$ cat config.mk
export PLATFORM = sky130hd
export DESIGN_NAME = vector_ldst_unit
export DESIGN_NICKNAME = d
export VERILOG_FILES = /design/src/rtl/vldst_pkg.sv /design/src/rtl/vldst_addr_gen.sv /design/src/rtl/vector_ldst_unit.sv
export SDC_FILE = /design/constraint.sdc
export NUM_CORES = 1
export LEC_CHECK = 0
export ABC_AREA = 1
export CORE_AREA = 4 4 232 234
export DETAILED_ROUTE_END_ITERATION = 16
export DIE_AREA = 0 0 236 238
export PLACE_DENSITY = 0.64
export SLEW_MARGIN = 5
export SYNTH_ARGS = -nofsm -noshare
export SYNTH_HDL_FRONTEND = slang
export SYNTH_SLANG_ARGS = --single-unit
$ cat constraint.sdc
create_clock -name clk -period 2 [get_ports clk]
set_input_delay 0.2 -clock clk [delete_from_list [all_inputs] [get_ports clk]]
set_output_delay 0.2 -clock clk [all_outputs]
set_load 0.02 [all_outputs]
$ cat src/rtl/vldst_pkg.sv
// Shared types and constants for the vector load/store unit.
package vldst_pkg;

    localparam int ELEM_W   = 16;
    localparam int NUM_ELEM = 16;
    localparam int VLEN     = ELEM_W * NUM_ELEM;
    localparam int IDX_W    = 4;

    localparam logic OP_LOAD  = 1'b0;
    localparam logic OP_STORE = 1'b1;

    typedef enum logic [2:0] {
        IDLE,
        LD_ISSUE,
        LD_LAST,
        LD_WB,
        ST_RD,
        ST_CAP,
        ST_WR,
        DONE
    } state_t;

endpackage

$ cat src/rtl/vldst_addr_gen.sv
// Element counter and address accumulator for one 16-element vector transfer.
// o_last flags element 15; the counter and address hold there until the next load.
module vldst_addr_gen
    import vldst_pkg::*;
#(
    parameter int MADDR_W = 16
) (
    input  logic               clk,
    input  logic               rst_n,
    input  logic               i_load,
    input  logic               i_step,
    input  logic [MADDR_W-1:0] i_base,
    input  logic [MADDR_W-1:0] i_stride,
    output logic [MADDR_W-1:0] o_addr,
    output logic [IDX_W-1:0]   o_idx,
    output logic               o_last
);

    logic [MADDR_W-1:0] r_addr;
    logic [MADDR_W-1:0] r_stride;
    logic [IDX_W-1:0]   r_idx;
    logic               w_last;

    assign w_last = (r_idx == IDX_W'(NUM_ELEM - 1));

    // Latch base/stride at the start of a transfer, then advance one element per step.
    always_ff @(posedge clk or negedge rst_n) begin
        if (!rst_n) begin
            r_addr   <= '0;
            r_stride <= '0;
            r_idx    <= '0;
        end else if (i_load) begin
            r_addr   <= i_base;
            r_stride <= i_stride;
            r_idx    <= '0;
        end else if (i_step && !w_last) begin
            r_addr <= r_addr + r_stride;
            r_idx  <= r_idx + 1'b1;
        end
    end

    assign o_addr = r_addr;
    assign o_idx  = r_idx;
    assign o_last = w_last;

endmodule

$ cat src/rtl/vector_ldst_unit.sv
// Vector load/store engine: owns the register file write port and read port A.
// Optional build macro VLDST_STRIDE_EN adds a 'stride' input (element address =
// base + i*stride); without it the stride is fixed at 1.
//
// state    | meaning
// IDLE     | waiting for start
// LD_ISSUE | 16 memory reads, capturing the previous element each cycle
// LD_LAST  | capture element 15 (no read)
// LD_WB    | write assembled vector to the register file
// ST_RD    | present source register on VreadA
// ST_CAP   | capture Va into the buffer
// ST_WR    | 16 memory writes from the buffer
// DONE     | one-cycle done pulse
module vector_ldst_unit
    import vldst_pkg::*;
#(
    parameter int MADDR_W = 16
) (
    input  logic               clk,
    input  logic               rst_n,
    input  logic               start,
    input  logic               op,
    input  logic [2:0]         vreg,
    input  logic [MADDR_W-1:0] base_addr,
`ifdef VLDST_STRIDE_EN
    input  logic [MADDR_W-1:0] stride,
`endif
    output logic               busy,
    output logic               done,
    output logic [MADDR_W-1:0] mem_addr,
    output logic               mem_rd_en,
    input  logic [ELEM_W-1:0]  mem_rd_data,
    output logic               mem_wr_en,
    output logic [ELEM_W-1:0]  mem_wr_data,
    output logic [2:0]         VwrAddr,
    output logic               VwrEn,
    output logic [VLEN-1:0]    Vwrdata,
    output logic [2:0]         VreadA,
    input  logic [VLEN-1:0]    Va
);

    state_t             r_state;
    state_t             w_next;
    logic [2:0]         r_vreg;
    logic [2:0]         r_vreada;
    logic [VLEN-1:0]    r_buf;
    logic               w_accept;
    logic               w_step;
    logic               w_last;
    logic               w_ld_cap;
    logic [IDX_W-1:0]   w_idx;
    logic [MADDR_W-1:0] w_addr;
    logic [MADDR_W-1:0] w_stride;

`ifdef VLDST_STRIDE_EN
    assign w_stride = stride;
`else
    assign w_stride = MADDR_W'(1);
`endif

    assign w_accept = (r_state == IDLE) && start;
    assign w_step   = (r_state == LD_ISSUE) || (r_state == ST_WR);
    // Read data lags the strobe by one cycle, so element 0 arrives in the second issue cycle.
    assign w_ld_cap = ((r_state == LD_ISSUE) && (w_idx != '0)) || (r_state == LD_LAST);

    vldst_addr_gen #(
        .MADDR_W (MADDR_W)
    ) u_addr_gen (
        .clk      (clk),
        .rst_n    (rst_n),
        .i_load   (w_accept),
        .i_step   (w_step),
        .i_base   (base_addr),
        .i_stride (w_stride),
        .o_addr   (w_addr),
        .o_idx    (w_idx),
        .o_last   (w_last)
    );

    // State register.
    always_ff @(posedge clk or negedge rst_n) begin
        if (!rst_n) begin
            r_state <= IDLE;
        end else begin
            r_state <= w_next;
        end
    end

    // Next-state and strobe decode.
    always_comb begin
        w_next    = r_state;
        busy      = (r_state != IDLE);
        done      = 1'b0;
        mem_rd_en = 1'b0;
        mem_wr_en = 1'b0;
        VwrEn     = 1'b0;
        case (r_state)
            IDLE: begin
                if (start) begin
                    w_next = (op == OP_STORE) ? ST_RD : LD_ISSUE;
                end
            end
            LD_ISSUE: begin
                mem_rd_en = 1'b1;
                if (w_last) begin
                    w_next = LD_LAST;
                end
            end
            LD_LAST:  w_next = LD_WB;
            LD_WB: begin
                VwrEn  = 1'b1;
                w_next = DONE;
            end
            ST_RD:    w_next = ST_CAP;
            ST_CAP:   w_next = ST_WR;
            ST_WR: begin
                mem_wr_en = 1'b1;
                if (w_last) begin
                    w_next = DONE;
                end
            end
            DONE: begin
                done   = 1'b1;
                w_next = IDLE;
            end
            default:  w_next = IDLE;
        endcase
    end

    // Latch the register index on acceptance; VreadA only moves when a store starts.
    always_ff @(posedge clk or negedge rst_n) begin
        if (!rst_n) begin
            r_vreg   <= '0;
            r_vreada <= '0;
        end else if (w_accept) begin
            r_vreg <= vreg;
            if (op == OP_STORE) begin
                r_vreada <= vreg;
            end
        end
    end

    // Assembly buffer: loads shift elements in from the top, stores take Va whole.
    always_ff @(posedge clk or negedge rst_n) begin
        if (!rst_n) begin
            r_buf <= '0;
        end else if (w_ld_cap) begin
            r_buf <= {mem_rd_data, r_buf[VLEN-1:ELEM_W]};
        end else if (r_state == ST_CAP) begin
            r_buf <= Va;
        end
    end

    assign mem_addr    = w_addr;
    assign mem_wr_data = r_buf[{w_idx, 4'b0000} +: ELEM_W];
    assign VwrAddr     = r_vreg;
    assign Vwrdata     = r_buf;
    assign VreadA      = r_vreada;

endmodule

### Word-level counts from Yosys, hierarchy flattened

Cells that the tools add are included.

| cells by class | value |
|---|---|
| $lt $le $gt $ge | 0 |
| $mul | 0 |
| $add $sub $neg | 2 |
| bitwise operators | 0 |
| shifts and indexed selects | 1 |
| div/mod/pow operators | 0 |
| equal/unequal tests | 11 |
| mux-type cells | 15 |
| reduce and logical (&&, ||, !) cells | 13 |

Operators with widths:

| cell | number |
|---|---|
| $mux W256 | 2 |
| $shiftx A256 B9 Y16 | 1 |
| $mux W16 | 2 |
| $pmux W3 S8 | 1 |
| $add A16 B1 Y16 | 1 |
| $eq A3 B3 Y1 const B | 4 |
| $mux W3 | 4 |
| $mux W4 | 2 |
| $eq A3 B2 Y1 const B | 2 |
| $add A4 B1 Y4 const B | 1 |
| $eq A4 B4 Y1 const B | 1 |
| $mux W1 | 4 |
| $ne A2 B1 Y1 const B | 2 |
| $reduce_bool A2 Y1 | 2 |
| $reduce_bool A4 Y1 | 1 |
| $eq A3 B1 Y1 const B | 1 |
| $logic_and A1 B1 Y1 | 3 |
| $logic_not A3 Y1 | 1 |
| $reduce_and A3 Y1 | 1 |
| $reduce_bool A3 Y1 | 1 |
| $logic_or A1 B1 Y1 | 2 |
| $ne A2 B2 Y1 const B | 1 |
| $reduce_and A2 Y1 | 1 |
| $logic_not A1 Y1 | 1 |

| storage, ports and cells | value |
|---|---|
| RAM bits | 0 |
| latch bits | 0 |
| logic and storage cells | 49 |
| flip-flop bits (word level) | 286 |
| input port bits | 295 |
| output and inout port bits | 299 |
| ROM bits | 0 |
| memories kept | 0 |

### Longest topological paths before layout

Gate-level depths: netlist (run 1).

| logic depth | value |
|---|---|
| depth in word-level cells | 5 |
| depth in mapped cells | 12 |
| gate-level depth less buffers | 10 |

### Cells and area by module

Synthesis (run 1) repeated with hierarchy kept, for this count alone.

| unflattened totals | value |
|---|---|
| cells, all modules | 2785 |
| area, all modules | 19358.6 um^2 |

Modules (own cells, without submodules):

| module | area each (um^2) | cells an instance | times used |
|---|---|---|---|
| vector_ldst_unit | 16925.0 | 2439 | 1 |
| vldst_addr_gen | 2433.6 | 346 | 1 |

### Least setup slack after synthesis (run 1)

No wires, ideal clock.

| timing path | value |
|---|---|
| kind | flip-flop to flip-flop |
| start point | reg u_addr_gen.r_idx[0], in the netlist u_addr_gen.o_idx[0] |
| end point | reg r_buf[91], in the netlist Vwrdata[91] |
| data arrival time | 1.862 ns |
| library setup time | 0.069 ns |
| cell stages (with the launch flop) | 13 |
| data required time | 1.931 ns |
| slack | 0.070 ns |
| cell sequence | dfrtp_1 inv_2 buf_2 clkbuf_1 ha_1 nand2_1 nand2_2 o21ai_4 nor2_4 buf_6 buf_4 nand2_1 nand3_1 |

| on the way | value |
|---|---|
| cells in the longest elaborated chain, start to end | 4 |
| elaborated cells on any way between the ends | 5 |
| those cells by class | mux (1); reduce/logical (4) |

Ends and longest elaborated chain:

| what | RTL line | RTL |
|---|---|---|
| start: declaration | vldst_addr_gen.sv:21 | `logic [IDX_W-1:0] r_idx;` |
| start signal: assignment | vldst_addr_gen.sv:38 | `r_idx <= r_idx + 1'b1;` |
| $reduce_bool A4 Y1 * | vector_ldst_unit.sv:64 | `assign w_ld_cap = ((r_state == LD_ISSUE) && (w_idx != '0)) \|\| (r_state == LD_LAST);` |
| $logic_and A1 B1 Y1 * | vector_ldst_unit.sv:64 |  |
| $logic_or A1 B1 Y1 * | vector_ldst_unit.sv:64 |  |
| $mux W256 / $reduce_bool A2 Y1 (equally long branches) | n/a |  |
| end signal: assignment | vector_ldst_unit.sv:148 | `r_buf <= {mem_rd_data, r_buf[VLEN-1:ELEM_W]};` |
| end signal: assignment | vector_ldst_unit.sv:150 | `r_buf <= Va;` |
| end: declaration | vector_ldst_unit.sv:46 | `logic [VLEN-1:0] r_buf;` |

Every way passes the cells marked *; elsewhere a longest branch is shown, timed or not.
A chain may end at the register's enable or synchronous reset.

### Worst setup path in the final report (run 1)

| timing path | value |
|---|---|
| start point | reg u_addr_gen.r_idx[0], in the netlist u_addr_gen.o_idx[0] |
| end point | out mem_wr_data[13] |

| on the way | value |
|---|---|
| cells in the longest elaborated chain, start to end | 1 |

Ends and longest elaborated chain:

| what | RTL line | RTL |
|---|---|---|
| $shiftx A256 B9 Y16 | vector_ldst_unit.sv:155 | `assign mem_wr_data = r_buf[{w_idx, 4'b0000} +: ELEM_W];` |
| end: declaration | vector_ldst_unit.sv:34 | `output logic [ELEM_W-1:0] mem_wr_data,` |

Every way passes these cells.

==> results.md, run 1 <==
| Step | Result | Reported |
|---|---|---|
| die | Standard-cell row count | 84 |
| place | Port Buf Inserts | 593 |
| route | Wirelength, routed | 82900 um |
| logic synthesis | Unique cell type count in the Yosys netlist | 30 |
| logic synthesis | Count of warnings emitted by yosys | 0 |
| global routing | Via count of the first global-routing pass | 18507 |
| logic synthesis | Synthesized Nets | 2467 |
| logic synthesis | Top cell type's share of synthesized area | 46.8% |
| timing | Minimum hold slack | 205 ps |
| route | Total iterations of the first detailed-routing run | 6 |
| power and ir drop | Power share of the sequential group | 25.1% |
| clocking | Num CTS Buffers | 36 |
| logic synthesis | Dominant cell type by area after synthesis | sky130_fd_sc_hd__dfrtp_1 |
| power and ir drop | Power density over cell area | 2100 nW/um^2 |
| clocking | Clock latency on the worst-skew pair | 560 ps |
| clocking | Number of sinks handled by clock tree synthesis | 286 |
| die | Area of the core | 52000 um^2 |
| global routing | Global Route Usage Sum | 28.1% |
| route | Residual DRC count | 0 |
| finish | Most common library cell in the layout ignoring fill and taps | sky130_fd_sc_hd__nand2_1 |
| finish | Number of nets in the finished design | 3159 |
| die | Die H | 238 um |
| route | Remaining antenna violation count | 0 |
| clocking | TritonCTS clock tree | built |
| timing | Final Hold Violating Endpoints | 0 |
| timing | Worst-case headroom to the max-slew limit | 58.4% |
| timing | F_max | 394 MHz |
| finish | Fraction of layout cells with a size suffix above 1 | 12.5% |
| timing | Transition time at the pin with the least slew margin | 624 ps |
| logic synthesis | Proportion of synthesized chip area in sequential cells | 46.8% |
| route | Via density | 5.11 |
| place | Placed inst area | 23100 um^2 |
| worst setup path | Critical path fanouts, max | 21 |
| die | Floorplan die width | 236 um |
| worst setup path | Critical path start-end classification | flip-flop to primary output |
| timing | Fin crit share | 127% |
| logic synthesis | Largest cells by area after synthesis | sky130_fd_sc_hd__dfrtp_1 47%, sky130_fd_sc_hd__nand2_1 24%, sky130_fd_sc_hd__nand3_1 9.1% |
| job | Max-cap violation count | 0 |
| die | Die Outline Area | 56200 um^2 |
| route | Wire length per cell after detailed routing | 23.2 um |
| logic synthesis | Post-Syn Instances | 2168 |
| power and ir drop | Switching Fraction | 49.2% |
| finish | Design Area, Final | 24900 um^2 |
| run status | Run status | complete, but fails checks |
| finish | Highest-count cells in the layout ignoring fill and taps | 946 x sky130_fd_sc_hd__nand2_1, 562 x sky130_fd_sc_hd__clkdlybuf4s50_1, 277 x sky130_fd_sc_hd__nand3_1 |
| route | Routed vias | 18272 |
| clocking | Maximum root-to-sink buffer count | 3 |
| worst setup path | WP data required | 1800 ps |
| power and ir drop | Switching power | 25.7 mW |
| die | Number of top-level pins | 594 |
| global routing | Antenna violations before repair | 2 |
| worst setup path | Sort of element at the start of the critical path | flip-flop |
| hold path | Min-Delay Path Class | primary input to flip-flop |
| global routing | Pin count of the biggest net entering global routing | 64 |
| route | Starting DRC count in detailed routing | 1649 |
| place | Routability congestion estimate from global placement | 0.917 |
| place | Detailed-placement wirelength estimate | 64900 um |
| global routing | Sum of overflow across all layers after global routing | 0 |
| power and ir drop | Worst IR Drop VDD | 0.894 mV |
| run status | Violations in the final reports | negative setup slack |
| global routing | Global-route wire length before repair | 121000 um |
| power and ir drop | Share of total power in combinational logic | 62.1% |
| power and ir drop | Leakage | 11.3 nW |
| die | Initial standard-cell utilization of the core | 29.4% |
| timing | Setup WS post-layout | -540 ps |
| finish | Synthesis-to-layout area growth | 62.8% |
| clocking | Root buffer cell | sky130_fd_sc_hd__clkbuf_16 |
| worst setup path | Critical path capture point type | primary output |
| logic synthesis | Register bit total from synthesis | 286 |
| power and ir drop | Internal power component | 26.6 mW |
| clocking | Clock transition at the registers of the reported paths | 60 ps |
| logic synthesis | Average instance area after synthesis | 7.05 um^2 |
| timing | Setup repair after global routing missed its margin | yes |
| timing | Largest clock skew in the final design | 28.5 ps |
| timing | Max Slew Vio Count | 0 |
| timing | Min cycle time layout | 2540 ps |
| power and ir drop | Clock network power share | 12.7% |
| timing | Final count of negative-setup-slack endpoints | 223 |
| clocking | CTS H-tree lvls | 2 |
| logic synthesis | Area of the mapped netlist | 15300 um^2 |
| worst setup path | CP arrival | 2340 ps |
Yosys cell counts, drive strengths merged:
cell    count
a21oi       5
a31oi       4
buf        85
clkbuf     53
clkinv      2
dfrtp     286
ha          4
inv        33
mux2        3
nand2     965
nand3     278
nand3b      1
nand4      17
nor2      243
nor3        3
o211a       1
o21ai     159
o22ai      19
or2         3
xnor2       2
xor2        2
per-layer routing:
| layer | wire length (um) | global-route usage [%] | up-vias |
|---|---|---|---|
| met5 | 27 | 0 | - |
| met4 | 2300 | 7.55 | 4 |
| li1 | - | - | 8356 |
| met3 | 7420 | 7.20 | 130 |
| met2 | 40500 | 48.8 | 940 |
| met1 | 32700 | 35.0 | 8842 |
flip-flops by register name, summed over array words and instances (netlist names):
signal               flops
VreadA                   3
Vwrdata                256
u_addr_gen.o_addr       16
u_addr_gen.o_idx         4
VwrAddr                  3
u_addr_gen.r_stride      1
r_state                  3
area by class of cell:
| cell class | instances | area (um^2) |
|---|---|---|
| inverter | 35 | 144 |
| antenna | 1 | 2.50 |
| clock inverter | 13 | 131 |
| clock buffer | 51 | 1060 |
| multi-input combinational | 1709 | 7440 |
| timing repair buffer | 792 | 8090 |
| fill | 5170 | 27100 |
| sequential | 286 | 7170 |
| tap | 688 | 861 |
logic make-up after synthesis:
| group | Yosys count | synth area share, % |
|---|---|---|
| xor+xnor | 4 | 0.229 |
| flops | 286 | 46.8 |
| compound gates | 188 | 6.45 |
| mux | 3 | 0.221 |
| buf+inv | 173 | 6.13 |
| simple gates | 1510 | 39.8 |
| fa+ha+maj | 4 | 0.327 |
worst paths after layout:
path	cells after the start	startpoint	end	slack [ps]
max reg2reg	12	u_addr_gen.o_idx[0]$_DFFE_PN0P_	Vwrdata[223]$_DFFE_PN0P_	-70
min reg2reg	2	VwrAddr[0]$_DFFE_PN0P_	VwrAddr[0]$_DFFE_PN0P_	490
min in group asynchronous	2	rst_n	Vwrdata[209]$_DFFE_PN0P_	230
max	9	u_addr_gen.o_idx[0]$_DFFE_PN0P_	mem_wr_data[13]	-540
max in group asynchronous	3	rst_n	Vwrdata[83]$_DFFE_PN0P_	1100
min	3	Va[96]	Vwrdata[96]$_DFFE_PN0P_	210
timing repair:
action	CTS	global route
hold buffers	1	0
pin swaps	36	43
buffers inserted	13	3
setup endpoints to repair	267	290
gates cloned	4	2
endpoints found under the hold margin	48	0
resized for setup	137	70
power groups by stage:
| stage | Clock [mW] | Combinational (mW) | Sequential (mW) |
|---|---|---|---|
| finish | 6.65 | 32.5 | 13.1 |
| global route | 7.04 | 34.8 | 13.4 |
| CTS | 6.75 | 31.9 | 13.0 |
| detailed placement | 0 | 30.6 | 13.0 |
| global placement | 0 | 30.2 | 13.0 |
| floorplan | 0 | 12.9 | 14.2 |
per-stage QoR:
step	setup TNS [ps]	cells	worst slack [ps]	utilization, %	total power [mW]
finish	-14350	3575	-540	47.9	52.2
detailed placement	-8090	3489	-245	44.3	43.6
global route	-42970	3574	-633	47.9	55.2
floorplan	0	2168	69.6	-	27.1
global placement	-2100	3489	-229	44.3	43.2
CTS	-8260	3571	-597	47.5	51.6
critical path: stages (launching register included):
cell	delay, ps
sky130_fd_sc_hd__dfrtp_4	470
sky130_fd_sc_hd__inv_4	80
sky130_fd_sc_hd__buf_12	150
sky130_fd_sc_hd__buf_12	150
sky130_fd_sc_hd__buf_12	150
sky130_fd_sc_hd__o21ai_0	220
sky130_fd_sc_hd__nand2_1	150
sky130_fd_sc_hd__nand2_1	90
sky130_fd_sc_hd__nand4_1	110
sky130_fd_sc_hd__buf_4	190
No activity file was read; power rests on OpenSTA's default activity.
==> run 2: changes to the inputs <==
PLACE_DENSITY = 0.62   (was 0.64)
clock period = 3.1 ns   (was 2 ns; I/O delays follow)
==> results.md, run 2 (synthesized netlist as in run 1, its figures left out) <==
| Step | Result | Reported |
|---|---|---|
| run status | Run status | finished clean |
| route | Residual DRC count | 0 |
| power and ir drop | Power density over cell area | 1330 nW/um^2 |
| global routing | Via count of the first global-routing pass | 17662 |
| place | Worst setup slack before clock tree synthesis | 337 ps |
| worst setup path | Sort of element at the start of the critical path | flip-flop |
| worst setup path | Worst reg2reg startpoint | u_addr_gen.o_idx[1]$_DFFE_PN0P_ |
| timing | Worst-case headroom to the max-slew limit | 45.5% |
| global routing | Antenna violations before repair | 13 |
| finish | Most common library cell in the layout ignoring fill and taps | sky130_fd_sc_hd__nand2_1 |
| die | Initial standard-cell utilization of the core | 29.4% |
| finish | Fraction of layout cells with a size suffix above 1 | 4.58% |
| timing | Setup WS post-layout | 184 ps |
| clocking | Clock transition at the registers of the reported paths | 60 ps |
| clocking | Clock latency on the worst-skew pair | 540 ps |
| finish | Design Area, Final | 23100 um^2 |
| timing | Setup repair after global routing missed its margin | no |
| die | Die H | 238 um |
| route | Via density | 5.11 |
| timing | Transition time at the pin with the least slew margin | 814 ps |
| worst setup path | Critical path start-end classification | flip-flop to primary output |
| die | Area of the core | 52000 um^2 |
| global routing | Sum of overflow across all layers after global routing | 0 |
| power and ir drop | Worst IR Drop VDD | 0.837 mV |
| global routing | Global Route Usage Sum | 27.9% |
| hold path | Min-Delay Path Class | primary input to async pin |
| finish | Number of nets in the finished design | 3007 |
| place | Port Buf Inserts | 593 |
| power and ir drop | Leakage | 10.4 nW |
| timing | Fin crit share | 94.1% |
| place | Routability congestion estimate from global placement | 0.882 |
| route | Wire length per cell after detailed routing | 23.8 um |
| timing | F_max | 343 MHz |
| timing | Min cycle time layout | 2920 ps |
| global routing | Pin count of the biggest net entering global routing | 135 |
| place | Placed inst area | 21800 um^2 |
| clocking | Maximum root-to-sink buffer count | 3 |
| clocking | Root buffer cell | sky130_fd_sc_hd__clkbuf_16 |
| die | Number of top-level pins | 594 |
| route | Routed vias | 17480 |
| route | Starting DRC count in detailed routing | 1626 |
| finish | Highest-count cells in the layout ignoring fill and taps | 964 x sky130_fd_sc_hd__nand2_1, 576 x sky130_fd_sc_hd__clkdlybuf4s50_1, 284 x sky130_fd_sc_hd__dfrtp_1 |
| timing | Final Hold Violating Endpoints | 0 |
| timing | Max Slew Vio Count | 0 |
| worst setup path | Critical Path Start | u_addr_gen.o_idx[0]$_DFFE_PN0P_ |
| worst setup path | WP data required | 2790 ps |
| worst setup path | Critical path fanouts, max | 47 |
| clocking | Number of sinks handled by clock tree synthesis | 286 |
| timing | Largest clock skew in the final design | 8.33 ps |
| finish | Post-layout instance count excluding filler cells | 3424 |
| route | Total iterations of the first detailed-routing run | 6 |
| finish | Synthesis-to-layout area growth | 51.2% |
| timing | Final total negative setup slack | 0 ps |
| clocking | Num CTS Buffers | 36 |
| job | Max-cap violation count | 0 |
| place | Detailed-placement wirelength estimate | 61400 um |
| clocking | CTS H-tree lvls | 2 |
| route | Remaining antenna violation count | 0 |
| route | Wirelength, routed | 81300 um |
| die | Standard-cell row count | 84 |
| die | Die Outline Area | 56200 um^2 |
| global routing | Global-route wire length before repair | 119000 um |
| worst setup path | CP arrival | 2610 ps |
| worst setup path | Critical path capture point type | primary output |
| finish | Number of flip-flops under the largest register name | 256 |
| timing | Minimum hold slack | 335 ps |
| place | Placed instance count | 3355 |
| timing | Final count of negative-setup-slack endpoints | 0 |
| die | Floorplan die width | 236 um |
| finish | Final design utilization | 44.4% |
| clocking | TritonCTS clock tree | built |
| power and ir drop | Power consumption | 30.9 mW |
## run 2: cell count changes in the layout (fill, tap and decap cells not counted), moves of 18 or more
cell | before | now
sky130_fd_sc_hd__buf_12 | 39 | 18
sky130_fd_sc_hd__nand2_2 | 19 | 1
sky130_fd_sc_hd__nor2_1 | 219 | 240
sky130_fd_sc_hd__o21ai_1 | 45 | 4
sky130_fd_sc_hd__buf_6 | 24 | 1
sky130_fd_sc_hd__nand2_1 | 946 | 964
sky130_fd_sc_hd__buf_4 | 143 | 34
sky130_fd_sc_hd__o21ai_0 | 101 | 154
## run 2: area by class of cell
class / count / area, um^2
Multi-Input combinational cell: 1709 / 7200
Fill cell: 5323 / 28900
Timing Repair Buffer: 640 / 6570
Antenna cell: 7 / 17.5
Sequential cell: 286 / 7160
Clock buffer: 56 / 1100
Clock inverter: 3 / 65.1
Inverter: 35 / 149
Tap cell: 688 / 861
## run 2: repair_timing
| action | CTS | global route |
|---|---|---|
| endpoints found under the setup margin | 14 | 4 |
| hold buffers | 1 | 0 |
| pin swaps | 0 | 0 |
| resized for setup | 13 | 4 |
| endpoints found under the hold margin | 65 | 0 |
| cloned | 1 | 0 |
| setup buffers | 1 | 0 |
## run 2: worst max-delay path: stages, from the launching register on
cell and delay (ps):
sky130_fd_sc_hd__dfrtp_4 520, sky130_fd_sc_hd__buf_16 270, sky130_fd_sc_hd__buf_4 270, sky130_fd_sc_hd__o21ai_0 100, sky130_fd_sc_hd__o21ai_0 420, sky130_fd_sc_hd__nand2_1 180, sky130_fd_sc_hd__nand4_1 130, sky130_fd_sc_hd__buf_4 170
## run 2: per-layer routing
metal | global-route usage (%) | vias up | wire [um]
met2 | 47.0 | 825 | 39000
met1 | 34.9 | 8471 | 33000
met3 | 7.17 | 136 | 6550
li1 | - | 8038 | -
met4 | 9.47 | 10 | 2650
met5 | 0 | - | 81
## run 2: power breakdown
part | internal (mW) | leakage (nW) | switching (mW)
Clock | 2.58 | 0.571 | 1.66
Combinational | 7.03 | 6.25 | 10.9
Sequential | 5.61 | 3.56 | 3.09
Total | 15.2 | 10.4 | 15.6
## run 2: path summary, 6_finish.rpt
check                           cells after the start                                  to  slack (ps)
worst max-delay path                                7                      mem_wr_data[9]         180
worst min-delay path                                2            Vwrdata[243]$_DFFE_PN0P_         340
worst max register to register                      9             Vwrdata[11]$_DFFE_PN0P_         620
worst min register to register                      1  u_addr_gen.r_stride[0]$_DFFE_PN0P_         490
max in group asynchronous                           3             Vwrdata[60]$_DFFE_PN0P_        1920
min in group clk                                    3            Vwrdata[246]$_DFFE_PN0P_         340
==> run 3: changes to the inputs <==
CORE_AREA = unset   (was 4 4 232 234)
CORE_MARGIN = 4   (was unset)
CORE_UTILIZATION = 30   (was unset)
DIE_AREA = unset   (was 0 0 236 238)
PLACE_DENSITY = 0.63   (was 0.62)
==> results.md, run 3 (synthesized netlist as in run 1, its figures left out) <==
| Step | Result | Reported |
|---|---|---|
| timing | Final Hold Violating Endpoints | 0 |
| timing | Min cycle time layout | 2970 ps |
| route | Routed vias | 17537 |
| power and ir drop | Switching power | 15.7 mW |
| route | Starting DRC count in detailed routing | 2033 |
| route | Remaining antenna violation count | 0 |
| finish | Number of nets in the finished design | 3003 |
| worst setup path | Capture point of the worst reg-to-reg path | u_addr_gen.o_addr[7]$_DFFE_PN0P_ |
| finish | Most common library cell in the layout ignoring fill and taps | sky130_fd_sc_hd__nand2_1 |
| worst setup path | CP arrival | 2660 ps |
| route | Residual DRC count | 0 |
| hold path | Min-Delay Path Class | primary input to async pin |
| power and ir drop | Power consumption | 30.6 mW |
| worst setup path | Worst reg2reg startpoint | u_addr_gen.o_idx[0]$_DFFE_PN0P_ |
| finish | Number of flip-flops under the largest register name | 256 |
| worst setup path | Worst R2R Path Depth | 8 |
| die | Die H | 234 um |
| global routing | Global-route wire length before repair | 115000 um |
| die | Standard-cell row count | 82 |
| route | Wire length per cell after detailed routing | 23.6 um |
| clocking | Clock transition at the registers of the reported paths | 50 ps |
| worst setup path | Internal reg-to-reg setup slack | 470 ps |
| clocking | Clock latency on the worst-skew pair | 550 ps |
| power and ir drop | Clock network power share | 13.5% |
| worst setup path | Critical path fanouts, max | 35 |
| clocking | Post-CTS Repair Setup Buffers | 0 |
| worst setup path | WP data required | 2790 ps |
| job | Max-cap violation count | 0 |
| timing | Fin crit share | 95.8% |
| timing | Largest clock skew in the final design | 15.2 ps |
| worst setup path | Critical path start-end classification | flip-flop to primary output |
| timing | Minimum hold slack | 294 ps |
| run status | Run status | finished clean |
| global routing | Global Route Usage Sum | 28.1% |
| power and ir drop | Internal power component | 15.0 mW |
| clocking | CTS H-tree lvls | 2 |
| worst setup path | Critical path capture point type | primary output |
| clocking | Maximum root-to-sink buffer count | 3 |
| worst setup path | Crit path max-delay cell type | sky130_fd_sc_hd__clkdlybuf4s50_1 |
| clocking | Number of sinks handled by clock tree synthesis | 286 |
| timing | F_max | 337 MHz |
| place | Routability congestion estimate from global placement | 0.923 |
| clocking | Root buffer cell | sky130_fd_sc_hd__clkbuf_16 |
| worst setup path | Worst path top cell family by delay | buffers and inverters |
| timing | Final count of negative-setup-slack endpoints | 0 |
| die | Floorplan die width | 234 um |
| place | Placed instance count | 3335 |
| die | Area of the core | 50300 um^2 |
| power and ir drop | Leakage | 10.3 nW |
| power and ir drop | Worst IR Drop VDD | 0.959 mV |
| clocking | TritonCTS clock tree | built |
| die | Initial standard-cell utilization of the core | 30.4% |
| place | Detailed-placement wirelength estimate | 60600 um |
| power and ir drop | Switching Fraction | 51.2% |
| global routing | Pin count of the biggest net entering global routing | 121 |
| place | Port Buf Inserts | 593 |
| finish | Final design utilization | 45.7% |
| finish | Post-layout instance count excluding filler cells | 3399 |
| clocking | Num CTS Buffers | 37 |
| global routing | Sum of overflow across all layers after global routing | 0 |
| finish | Synthesis-to-layout area growth | 50.1% |
| power and ir drop | Power share of the sequential group | 28.7% |
| power and ir drop | Power density over cell area | 1330 nW/um^2 |
| worst setup path | Sort of element at the start of the critical path | flip-flop |
| finish | Fraction of layout cells with a size suffix above 1 | 4.55% |
| global routing | Via count of the first global-routing pass | 17173 |
| route | Via density | 5.16 |
| worst setup path | Number of buffers and inverters on the critical path | 2 |
| die | Number of top-level pins | 594 |
| timing | Worst-case headroom to the max-slew limit | 53.4% |
| worst setup path | Highest cell delay on the worst timing path | 690 ps |
| global routing | Antenna violations before repair | 4 |
| power and ir drop | Share of total power in combinational logic | 57.8% |
| route | Wirelength, routed | 80200 um |
| die | Die Outline Area | 54700 um^2 |
| worst setup path | Crit path cell chain | buf_16 > nor2_1 > nor2_1 > o21ai_0 > nand2_1 > nand2_1 > nand4_1 > clkdlybuf4s50_1 |
| route | Total iterations of the first detailed-routing run | 7 |
| finish | Highest-count cells in the layout ignoring fill and taps | 964 x sky130_fd_sc_hd__nand2_1, 577 x sky130_fd_sc_hd__clkdlybuf4s50_1, 284 x sky130_fd_sc_hd__dfrtp_1 |
| timing | Max Slew Vio Count | 0 |
| timing | Transition time at the pin with the least slew margin | 700 ps |
==> run 3: cell types whose count changed in the layout (fill, tap and decap cells not counted), sizes merged, moves of 2 or more <==
cell          delta
clkbuf           -3
clkinv           +2
diode            -4
dlygate4sd2      -3
dlymetal6s2s     -2
inv              +2
==> run 3: stage by stage <==
stage | area, um^2 | setup slack [ps] | TNS [ps]
2_1_floorplan | 15300 | 1170 | 0
3_3_place_gp | 21800 | 517 | 0
3_5_place_dp | 21800 | 496 | 0
4_1_cts | 22900 | -35.9 | -70.1
5_1_grt | 23000 | -1.84 | -1.84
6_report | 23000 | 131 | 0
==> run 3: how the worst max path moves through the flow <==
stage                                     from                 endpoint  slack [ps]  cells after the start
6_report       u_addr_gen.o_idx[0]$_DFFE_PN0P_          mem_wr_data[15]         130                      8
5_1_grt        u_addr_gen.o_idx[0]$_DFFE_PN0P_          mem_wr_data[15]          -2                      8
4_1_cts        u_addr_gen.o_idx[0]$_DFFE_PN0P_           mem_wr_data[0]         -40                      7
3_5_place_dp   u_addr_gen.o_idx[1]$_DFFE_PN0P_           mem_wr_data[2]         500                      6
3_3_place_gp   u_addr_gen.o_idx[1]$_DFFE_PN0P_           mem_wr_data[2]         520                      6
2_1_floorplan  u_addr_gen.o_idx[0]$_DFFE_PN0P_  Vwrdata[91]$_DFFE_PN0P_        1170                     12
==> run 3: area by class of cell <==
type	count	area (um^2)
diodes	3	7.51
clock buffers	52	1060
clock inverters	7	70.1
fillers	5012	27300
inverters	35	144
multi-input cells	1709	7200
flip-flops and latches	286	7160
well taps	672	841
repair buffers	635	6470
==> run 3: layer usage <==
metal / vias up / share of wire, % / global-route usage, %
li1: 8026 / - / -
met1: 8428 / 41 / 36.4
met2: 946 / 47 / 46.6
met3: 135 / 8.8 / 6.35
met4: 2 / 3.3 / 8.99
met5: - / 0.0087 / 0
==> run 3: what timing repair did <==
item / 4_1_cts / 5_1_grt
gates cloned: 0 / 1
endpoints found under the hold margin: 50 / 0
hold buffers: 1 / 0
setup endpoints to repair: 5 / 6
resized for setup: 4 / 7
==> run 3: power groups by stage <==
stage          Clock, mW  Combinational [mW]  Sequential (mW)
3_5_place_dp           0                17.7             8.80
2_1_floorplan          0                8.31             9.16
3_3_place_gp           0                17.5             8.81
4_1_cts             4.23                17.7             8.77
5_1_grt             4.38                19.2             8.98
6_report            4.14                17.7             8.78
